[config.mk]
export PLATFORM = sky130hd
export DESIGN_NAME = rv_alu
export DESIGN_NICKNAME = d
export VERILOG_FILES = /design/src/rtl/rv_alu.sv
export SDC_FILE = /design/constraint.sdc
export NUM_CORES = 1
export LEC_CHECK = 0
export CORE_ASPECT_RATIO = 1.5
export CORE_MARGIN = 2
export CORE_UTILIZATION = 50
export DETAILED_ROUTE_END_ITERATION = 10
export GPL_ROUTABILITY_DRIVEN = 0
export PLACE_DENSITY_LB_ADDON = 0.12
export SYNTH_ARGS = -nofsm -noshare
export SYNTH_HDL_FRONTEND = slang
export SYNTH_SLANG_ARGS = --single-unit
[constraint.sdc]
create_clock -name clk -period 3 [get_ports clk]
set_input_delay 0.9 -clock clk [delete_from_list [all_inputs] [get_ports clk]]
set_output_delay 0.9 -clock clk [all_outputs]
set_load 0.02 [all_outputs]
[src/rtl/rv_alu.sv]
// RV32I execute-stage integer ALU: decoded opcode plus two operands in,
// result and branch/jump-taken flag out, registered with one cycle of latency.
module rv_alu (
    input  logic        clk,
    input  logic        rst,
    input  logic [5:0]  alucode,
    input  logic [31:0] op1,
    input  logic [31:0] op2,
    output logic [31:0] alu_result,
    output logic        br_taken
);

    typedef enum logic [5:0] {
        ALU_LUI  = 6'd0,  ALU_JAL  = 6'd1,  ALU_JALR = 6'd2,
        ALU_BEQ  = 6'd3,  ALU_BNE  = 6'd4,  ALU_BLT  = 6'd5,
        ALU_BGE  = 6'd6,  ALU_BLTU = 6'd7,  ALU_BGEU = 6'd8,
        ALU_LB   = 6'd9,  ALU_LH   = 6'd10, ALU_LW   = 6'd11,
        ALU_LBU  = 6'd12, ALU_LHU  = 6'd13, ALU_SB   = 6'd14,
        ALU_SH   = 6'd15, ALU_SW   = 6'd16, ALU_ADD  = 6'd17,
        ALU_SUB  = 6'd18, ALU_SLT  = 6'd19, ALU_SLTU = 6'd20,
        ALU_XOR  = 6'd21, ALU_OR   = 6'd22, ALU_AND  = 6'd23,
        ALU_SLL  = 6'd24, ALU_SRL  = 6'd25, ALU_SRA  = 6'd26
    } alu_op_e;

    logic [31:0] sum;
    logic [31:0] diff;
    logic [4:0]  shamt;
    logic        eq;
    logic        lt_signed;
    logic        lt_unsigned;
    logic [31:0] result_next;
    logic        br_next;

    // Shared compare/adder terms reused across the opcode groups
    assign sum         = op1 + op2;
    assign diff        = op1 - op2;
    assign shamt       = op2[4:0];
    assign eq          = (op1 == op2);
    assign lt_signed   = ($signed(op1) < $signed(op2));
    assign lt_unsigned = (op1 < op2);

    always_comb begin
        result_next = '0;
        br_next     = 1'b0;
        case (alucode)
            ALU_LUI:  result_next = op2;
            ALU_JAL,
            ALU_JALR: begin
                result_next = op2 + 32'd4;
                br_next     = 1'b1;
            end
            ALU_BEQ:  br_next = eq;
            ALU_BNE:  br_next = !eq;
            ALU_BLT:  br_next = lt_signed;
            ALU_BGE:  br_next = !lt_signed;
            ALU_BLTU: br_next = lt_unsigned;
            ALU_BGEU: br_next = !lt_unsigned;
            ALU_LB, ALU_LH, ALU_LW, ALU_LBU, ALU_LHU,
            ALU_SB, ALU_SH, ALU_SW,
            ALU_ADD:  result_next = sum;
            ALU_SUB:  result_next = diff;
            ALU_SLT:  result_next = {31'd0, lt_signed};
            ALU_SLTU: result_next = {31'd0, lt_unsigned};
            ALU_XOR:  result_next = op1 ^ op2;
            ALU_OR:   result_next = op1 | op2;
            ALU_AND:  result_next = op1 & op2;
            ALU_SLL:  result_next = op1 << shamt;
            ALU_SRL:  result_next = op1 >> shamt;
            ALU_SRA:  result_next = $unsigned($signed(op1) >>> shamt);
            default: begin
                result_next = '0;
                br_next     = 1'b0;
            end
        endcase
    end

    // Undefined opcodes load zero rather than holding the previous output
    always_ff @(posedge clk or posedge rst) begin
        if (rst) begin
            alu_result <= '0;
            br_taken   <= 1'b0;
        end else begin
            alu_result <= result_next;
            br_taken   <= br_next;
        end
    end

endmodule

==> reports/qor.txt, run 1 <==
outcome - aborted with a tool error
stage reached - global routing (5_1_grt)
Stop Error - [ERROR GRT-0116] Global routing finished with congestion. Check the congestion regions in the DRC Viewer.
Die Width - 121.0 um
FP Rows - 64
Final HPWL DP - 44,430 um
total placed cells including tap cells - 2,328
Syn Area/Cell - 6.678 sq um
Synth area leader - ha_1
initial core utilization - 0.5070
Seq cells post-synth - 33
H-Tree Depth - 2
post-synth net total - 1,717
unique cell type count in the Yosys netlist - 81
GRT overflow - 2
clk buf depth - 2
die height - 179.5 um
port bufs - 104
sequential cell area fraction in the yosys report - 0.08040
prevailing post-synth register cell - dfrtp_1
first-pass GRT wire length - 103,600 um
number of global-route vias before repair - 17,900
count leader, synth - nor2_1
Cell Area, Synth - 0.01027 sq mm
boundary pin count - 105
number of buffers created by CTS - 5
Synth top area share - 0.1279
async set or reset register ratio after synthesis - 1.000
overall routing resource usage - 0.6230
largest net degree at the start of global routing - 108
Area contributors post-synth - ha_1, dfrtp_1, a21oi_1, o21ai_0, nor2_1
EDFF count, synth - 0
CTS sink count - 33
Mapped Cells - 1,538
# hold bufs at CTS - 0
synth warn - 0
Root Buffer - clkbuf_16
Commonest cells post-synth - nor2_1, a21oi_1, nand2_1, o21ai_0, ha_1
per-layer routing:
layer,GRT overflow,global-route usage
met1,0,0.6150
met2,0,0.8258
met3,0,0.4232
met4,2,0.6363
met5,0,0.01852
logic make-up after synthesis:
| kind of cell | after synthesis | synth area share |
|---|---|---|
| flip-flops | 33 | 0.08040 |
| adder cells (fa/ha/maj) | 107 | 0.1318 |
| AO/OA/AOI/OAI | 598 | 0.3808 |
| buffers and inverters | 222 | 0.08381 |
| XOR/XNOR | 23 | 0.01961 |
| AND/OR/NAND/NOR | 484 | 0.2160 |
| multiplexers | 71 | 0.08759 |
through the flow:
stage	utilization	worst slack [ns]	area [sq um]	hold WS (ns)
4_1_cts	0.8125	-0.6918	16460	1.046
3_3_place_gp	0.7593	-1.373	15380	1.345
2_1_floorplan	-	-1.067	10470	1.018
3_5_place_dp	0.7593	-1.495	15380	1.364
what timing repair did:
item	in CTS
endpoints found under the setup margin	33
pin swaps	74
gates cloned	1
resized for setup	236
endpoints found under the hold margin	0
setup buffers	31
==> run 2: changes to the inputs <==
==> config.mk (replaced) <==
export PLATFORM = sky130hd
export DESIGN_NAME = rv_alu
export DESIGN_NICKNAME = d
export VERILOG_FILES = /design/src/rtl/rv_alu.sv
export SDC_FILE = /design/constraint.sdc
export NUM_CORES = 1
export LEC_CHECK = 0
export CORE_MARGIN = 2
export CORE_UTILIZATION = 35
export DETAILED_ROUTE_END_ITERATION = 10
export GPL_ROUTABILITY_DRIVEN = 0
export PLACE_DENSITY_LB_ADDON = 0.15
export SYNTH_ARGS = -nofsm -noshare
export SYNTH_HDL_FRONTEND = slang
export SYNTH_SLANG_ARGS = --single-unit
==> reports/qor.txt, run 2 <==
Mapped Cells - 1,538
fmax - 0.2664 GHz
first-pass GRT wire length - 88,150 um
number of buffers created by CTS - 5
CP endpoint kind - flip-flop
P_int - 2.301 mW
Final HPWL DP - 45,910 um
CTS tree - yes
Routed Antenna Nets - 0
H-Tree Depth - 2
# hold bufs at CTS - 0
port bufs - 104
biggest regs - alu_result (32), br_taken (1)
initial core utilization - 0.3569
Tcrit/Tclk final - 1.251
FP Rows - 62
Seq cells post-synth - 33
Worst Max-Slew Pin Slew - 0.6294 ns
fraction of layout cells with a size suffix above 1 - 0.4200
Final Hold Fails - 0
sequential cell area fraction in the yosys report - 0.08040
GRT overflow - 0
commonest non-fill, non-tap cell in the layout - buf_4
DR iter-0 viols - 2,024
outcome - complete, but fails checks
synth warn - 0
Lkg Pwr - 7.988 nW
Max-Cap Viols - 0
unique cell type count in the Yosys netlist - 81
Final Power - 4.235 mW
crit path DAT - 3.98 ns
Commonest cells post-synth - nor2_1, a21oi_1, nand2_1, o21ai_0, ha_1
Die Area - 0.03073 sq mm
failing checks - setup timing
commonest non-fill, non-tap cells in the layout - buf_4, nor2_1, nand2_1, a21oi_1, o21ai_0
WL per Instance - 23.44 um
final hold slack - 1.047 ns
Worst EP required - 3.22 ns
Routed WL - 59,540 um
die height - 175.3 um
EDFF count, synth - 0
DRC Markers - 0
area delta synth->final - 72.55%
pwr/cell area - 239.0 mW/mm^2
critical-path maximum fanout - 7
placed cell areas - 0.01578 sq mm
largest register by flop count - alu_result
initial antenna violation count - 1
Comb power frac - 0.751
prevailing post-synth register cell - dfrtp_1
overall routing resource usage - 0.3727
Sw Pwr - 1.935 mW
Reg clk slew, reported paths - 0.06 ns
setup violators final - 28
Die Width - 175.3 um
fin area - 0.01772 sq mm
Cell Area, Synth - 0.01027 sq mm
Max transition margin - 0.5804
worst hold path type - in2async
Root Buffer - clkbuf_16
Core Area - 0.02878 sq mm
area of the multi-input gates - 0.009823 sq mm
register area - 825.8 sq um
via count - 15,720
Startpoint Class - input port
Nets - 2,335
sequential share of power - 0.126
Synth top area share - 0.1279
Max rail drop VDD - 0.1997 mV
Setup TNS - -11.50 ns
RSZ-0062 raised after global routing - true
boundary pin count - 105
pre-CTS setup slack - -1.505 ns
number of global-route vias before repair - 14,890
CTS sink count - 33
sw frac - 0.4568
vias per cell - 6.188
Syn Area/Cell - 6.678 sq um
fin worst setup slack - -0.7535 ns
Largest register FFs - 32
post-synth net total - 1,717
1st-pass router iterations - 6
Period minus WS final - 3.754 ns
largest net degree at the start of global routing - 52
fillers - 2,593
Synth area leader - ha_1
clk buf depth - 2
Area contributors post-synth - ha_1, dfrtp_1, a21oi_1, o21ai_0, nor2_1
kind of critical path - in2reg
count leader, synth - nor2_1
async set or reset register ratio after synthesis - 1.000
Clock power frac - 0.124
final slew viol count - 0
[run 2: cell counts after synthesis]
Identical to the previous run, type by type.
[run 2: area by class of cell]
type                       instances  area share
multi-input combinational       1283      0.5543
timing repair buffer             733      0.3421
sequential                        33     0.04659
tap                              384     0.02711
inverter                         100     0.02245
clock buffer                       5    0.007060
clock inverter                     1   0.0002824
antenna                            1   0.0001412
[run 2: per-layer routing]
metal | share of wire | global-route usage | vias to the layer above
met5 | 0 | 0 | -
met4 | 0.099 | 0.3014 | 0
met3 | 0.10 | 0.06645 | 290
met2 | 0.42 | 0.5579 | 1153
met1 | 0.38 | 0.4689 | 7285
li1 | - | - | 6990
[run 2: cell families (layout without fill, tap and decap cells)]
| family | Yosys count | in the layout | synth area share |
|---|---|---|---|
| compound gates | 598 | 598 | 0.3808 |
| xor+xnor | 23 | 23 | 0.01961 |
| fa+ha+maj | 107 | 107 | 0.1318 |
| buf+inv | 222 | 839 | 0.08381 |
| flops | 33 | 33 | 0.08040 |
| mux | 71 | 71 | 0.08759 |
| other cells | 0 | 1 | 0 |
| simple gates | 484 | 484 | 0.2160 |
[run 2: critical path, stage by stage]
cell and delay (ns):
clkdlybuf4s50_1 0.53, inv_1 0.12, ha_1 0.31, buf_4 0.18, a21oi_2 0.19, o31ai_2 0.12, a21o_1 0.20, a21oi_1 0.21
o21ai_1 0.14, a41oi_1 0.47, and3_1 0.26, nor3_2 0.06, a21oi_1 0.15, o21bai_1 0.11
[run 2: how the worst max path moves through the flow]
stage             from                        to  slack (ns)  cells past startpoint
2_1_floorplan   op2[1]  alu_result[26]$_DFF_PP0_       -1.07                     16
3_3_place_gp    op1[0]  alu_result[24]$_DFF_PP0_       -1.46                     15
4_1_cts         op1[0]        br_taken$_DFF_PP0_       -0.63                     16
3_5_place_dp    op1[0]  alu_result[24]$_DFF_PP0_       -1.51                     15
5_1_grt        op1[25]  alu_result[30]$_DFF_PP0_       -0.82                     14
6_report       op2[25]  alu_result[30]$_DFF_PP0_       -0.75                     14
[run 2: power by group through the flow]
stage	Combinational [mW]	Sequential, mW	Clock, mW
after floorplan	1.16	0.614	0
after global placement	2.62	0.539	0
after detailed placement	2.64	0.538	0
after CTS	2.92	0.531	0.529
after global routing	3.34	0.536	0.546
final	3.18	0.532	0.524
[run 2: repair_timing]
item                                   in CTS  in global routing
endpoints found under the hold margin       0                  0
gates cloned                                1                  0
setup endpoints to repair                  32                 32
resized for setup                         256                134
pin swaps                                  90                 81
buffers inserted                           30                 26
[run 2: through the flow]
| step | cells | util |
|---|---|---|
| 2_1_floorplan | 1538 | - |
| 3_3_place_gp | 2479 | 0.5483 |
| 3_5_place_dp | 2479 | 0.5483 |
| 4_1_cts | 2516 | 0.5931 |
| 5_1_grt | 2539 | 0.6157 |
| 6_report | 2540 | 0.6158 |
No activity file was read; power rests on OpenSTA's default activity.
==> run 3: changes to the inputs <==
==> constraint.sdc (replaced) <==
create_clock -name clk -period 4.5 [get_ports clk]
set_input_delay 1.35 -clock clk [delete_from_list [all_inputs] [get_ports clk]]
set_output_delay 1.35 -clock clk [all_outputs]
set_load 0.02 [all_outputs]
==> reports/qor.txt, run 3 (synthesized netlist as in run 2, its figures left out) <==
outcome - complete, no violations
port bufs - 104
Max rail drop VDD - 0.1364 mV
FP Rows - 62
Period minus WS final - 4.373 ns
CTS sink count - 33
clk buf depth - 2
crit path DAT - 4.54 ns
commonest non-fill, non-tap cells in the layout - buf_4, nor2_1, a21oi_1, nand2_1, o21ai_0
Routed WL - 53,150 um
fillers - 2,956
Die Area - 0.03073 sq mm
setup violators final - 0
DR iter-0 viols - 1,932
final core utilization - 0.4776
Routed Antenna Nets - 0
final hold slack - 1.482 ns
Lkg Pwr - 5.933 nW
largest register by flop count - alu_result
kind of critical path - in2reg
H-Tree Depth - 2
final slew viol count - 0
biggest regs - alu_result (32), br_taken (1)
overall routing resource usage - 0.3363
die height - 175.3 um
boundary pin count - 105
via count - 13,920
area delta synth->final - 33.83%
Core Area - 0.02878 sq mm
Final HPWL DP - 42,130 um
pwr/cell area - 168.4 mW/mm^2
Nets - 1,974
CTS tree - yes
DRC Markers - 0
worst hold path type - in2async
Worst EP required - 4.66 ns
n_diodes - 0
Largest register FFs - 32
critical-path maximum fanout - 6
Root Buffer - clkbuf_16
area of the multi-input gates - 0.008821 sq mm
Worst Max-Slew Pin Slew - 0.8288 ns
fraction of layout cells with a size suffix above 1 - 0.2039
initial core utilization - 0.3569
Max transition margin - 0.4428
crit-path cells - clkdlybuf4s50_1, inv_1, ha_4, buf_4, nor2_1, o311a_1, o22a_1, a221oi_2, buf_4, o31a_1, o31ai_2, nor2_1, a211oi_1, a21oi_1, a211o_1
commonest non-fill, non-tap cell in the layout - buf_4
CP delay by family, top - compound AO/OA/AOI/OAI gates
WL per Instance - 24.39 um
CP max stage cell - clkdlybuf4s50_1
vias per cell - 6.387
Die Width - 175.3 um
Final Hold Fails - 0
number of global-route vias before repair - 13,130
Startpoint Class - input port
# hold bufs at CTS - 0
CP endpoint kind - flip-flop
Reg clk slew, reported paths - 0.06 ns
1st-pass router iterations - 6
fmax - 0.2287 GHz
Max-Cap Viols - 0
register area - 825.8 sq um
Critical Path Max Stage Delay - 0.50 ns
Final Power - 2.315 mW
first-pass GRT wire length - 79,270 um
GRT overflow - 0
largest net degree at the start of global routing - 107
Tcrit/Tclk final - 0.9719
Buf/Inv on CP - 4
initial antenna violation count - 0
number of buffers created by CTS - 5
run 3: changes by cell type in the layout (fill, tap and decap cells not counted), sizes merged:
cell / previous run / this run
dlygate4sd2: 19 / 0
clkdlybuf4s50: 63 / 96
bufbuf: 1 / 0
diode: 1 / 0
clkdlybuf4s15: 3 / 0
dlymetal6s2s: 5 / 3
buf: 636 / 273
inv: 99 / 98
clkbuf: 11 / 7
run 3: layer usage:
layer | routed length [um] | GRT usage
met2 | 22500 | 0.5113
met1 | 20810 | 0.4261
met3 | 4948 | 0.05173
met4 | 4889 | 0.2601
met5 | 0 | 0
run 3: area by class of cell:
class | count | share of cell area
inverters | 100 | 0.02749
flip-flops and latches | 33 | 0.06008
repair buffers | 372 | 0.2254
multi-input cells | 1283 | 0.6417
clock buffers | 7 | 0.01038
well taps | 384 | 0.03495
run 3: stage by stage:
| stage | setup WS, ns | instance area, sq um | setup TNS [ns] | instances |
|---|---|---|---|---|
| 3_5_place_dp | -0.3412 | 13390 | -4.119 | 2169 |
| 6_report | 0.1267 | 13750 | 0 | 2179 |
| 2_1_floorplan | -0.01927 | 10430 | -0.02655 | 1538 |
| 4_1_cts | -0.03335 | 13550 | -0.03335 | 2176 |
| 5_1_grt | -0.007695 | 13750 | -0.01419 | 2179 |
| 3_3_place_gp | -0.3141 | 13390 | -3.213 | 2169 |
run 3: timing repair:
item | in CTS | in global routing
gates cloned | 0 | 0
gates resized for setup | 5 | 31
pin swaps | 1 | 15
buffers inserted | 0 | 3
setup endpoints to repair | 7 | 14
run 3: worst paths after layout:
check	startpoint	end	slack [ns]	depth (start not counted)
min in group clk	op2[1]	alu_result[1]$_DFF_PP0_	1.64	5
hold / removal	rst	alu_result[30]$_DFF_PP0_	1.48	3
max in group asynchronous	rst	alu_result[13]$_DFF_PP0_	2.65	3
setup / recovery	op1[5]	alu_result[18]$_DFF_PP0_	0.13	15
run 3: power by group:
| part | internal (mW) | switching [mW] |
|---|---|---|
| registers | 0.338 | 0.0148 |
| logic | 0.668 | 0.928 |
| clock network | 0.218 | 0.149 |
| total | 1.22 | 1.09 |
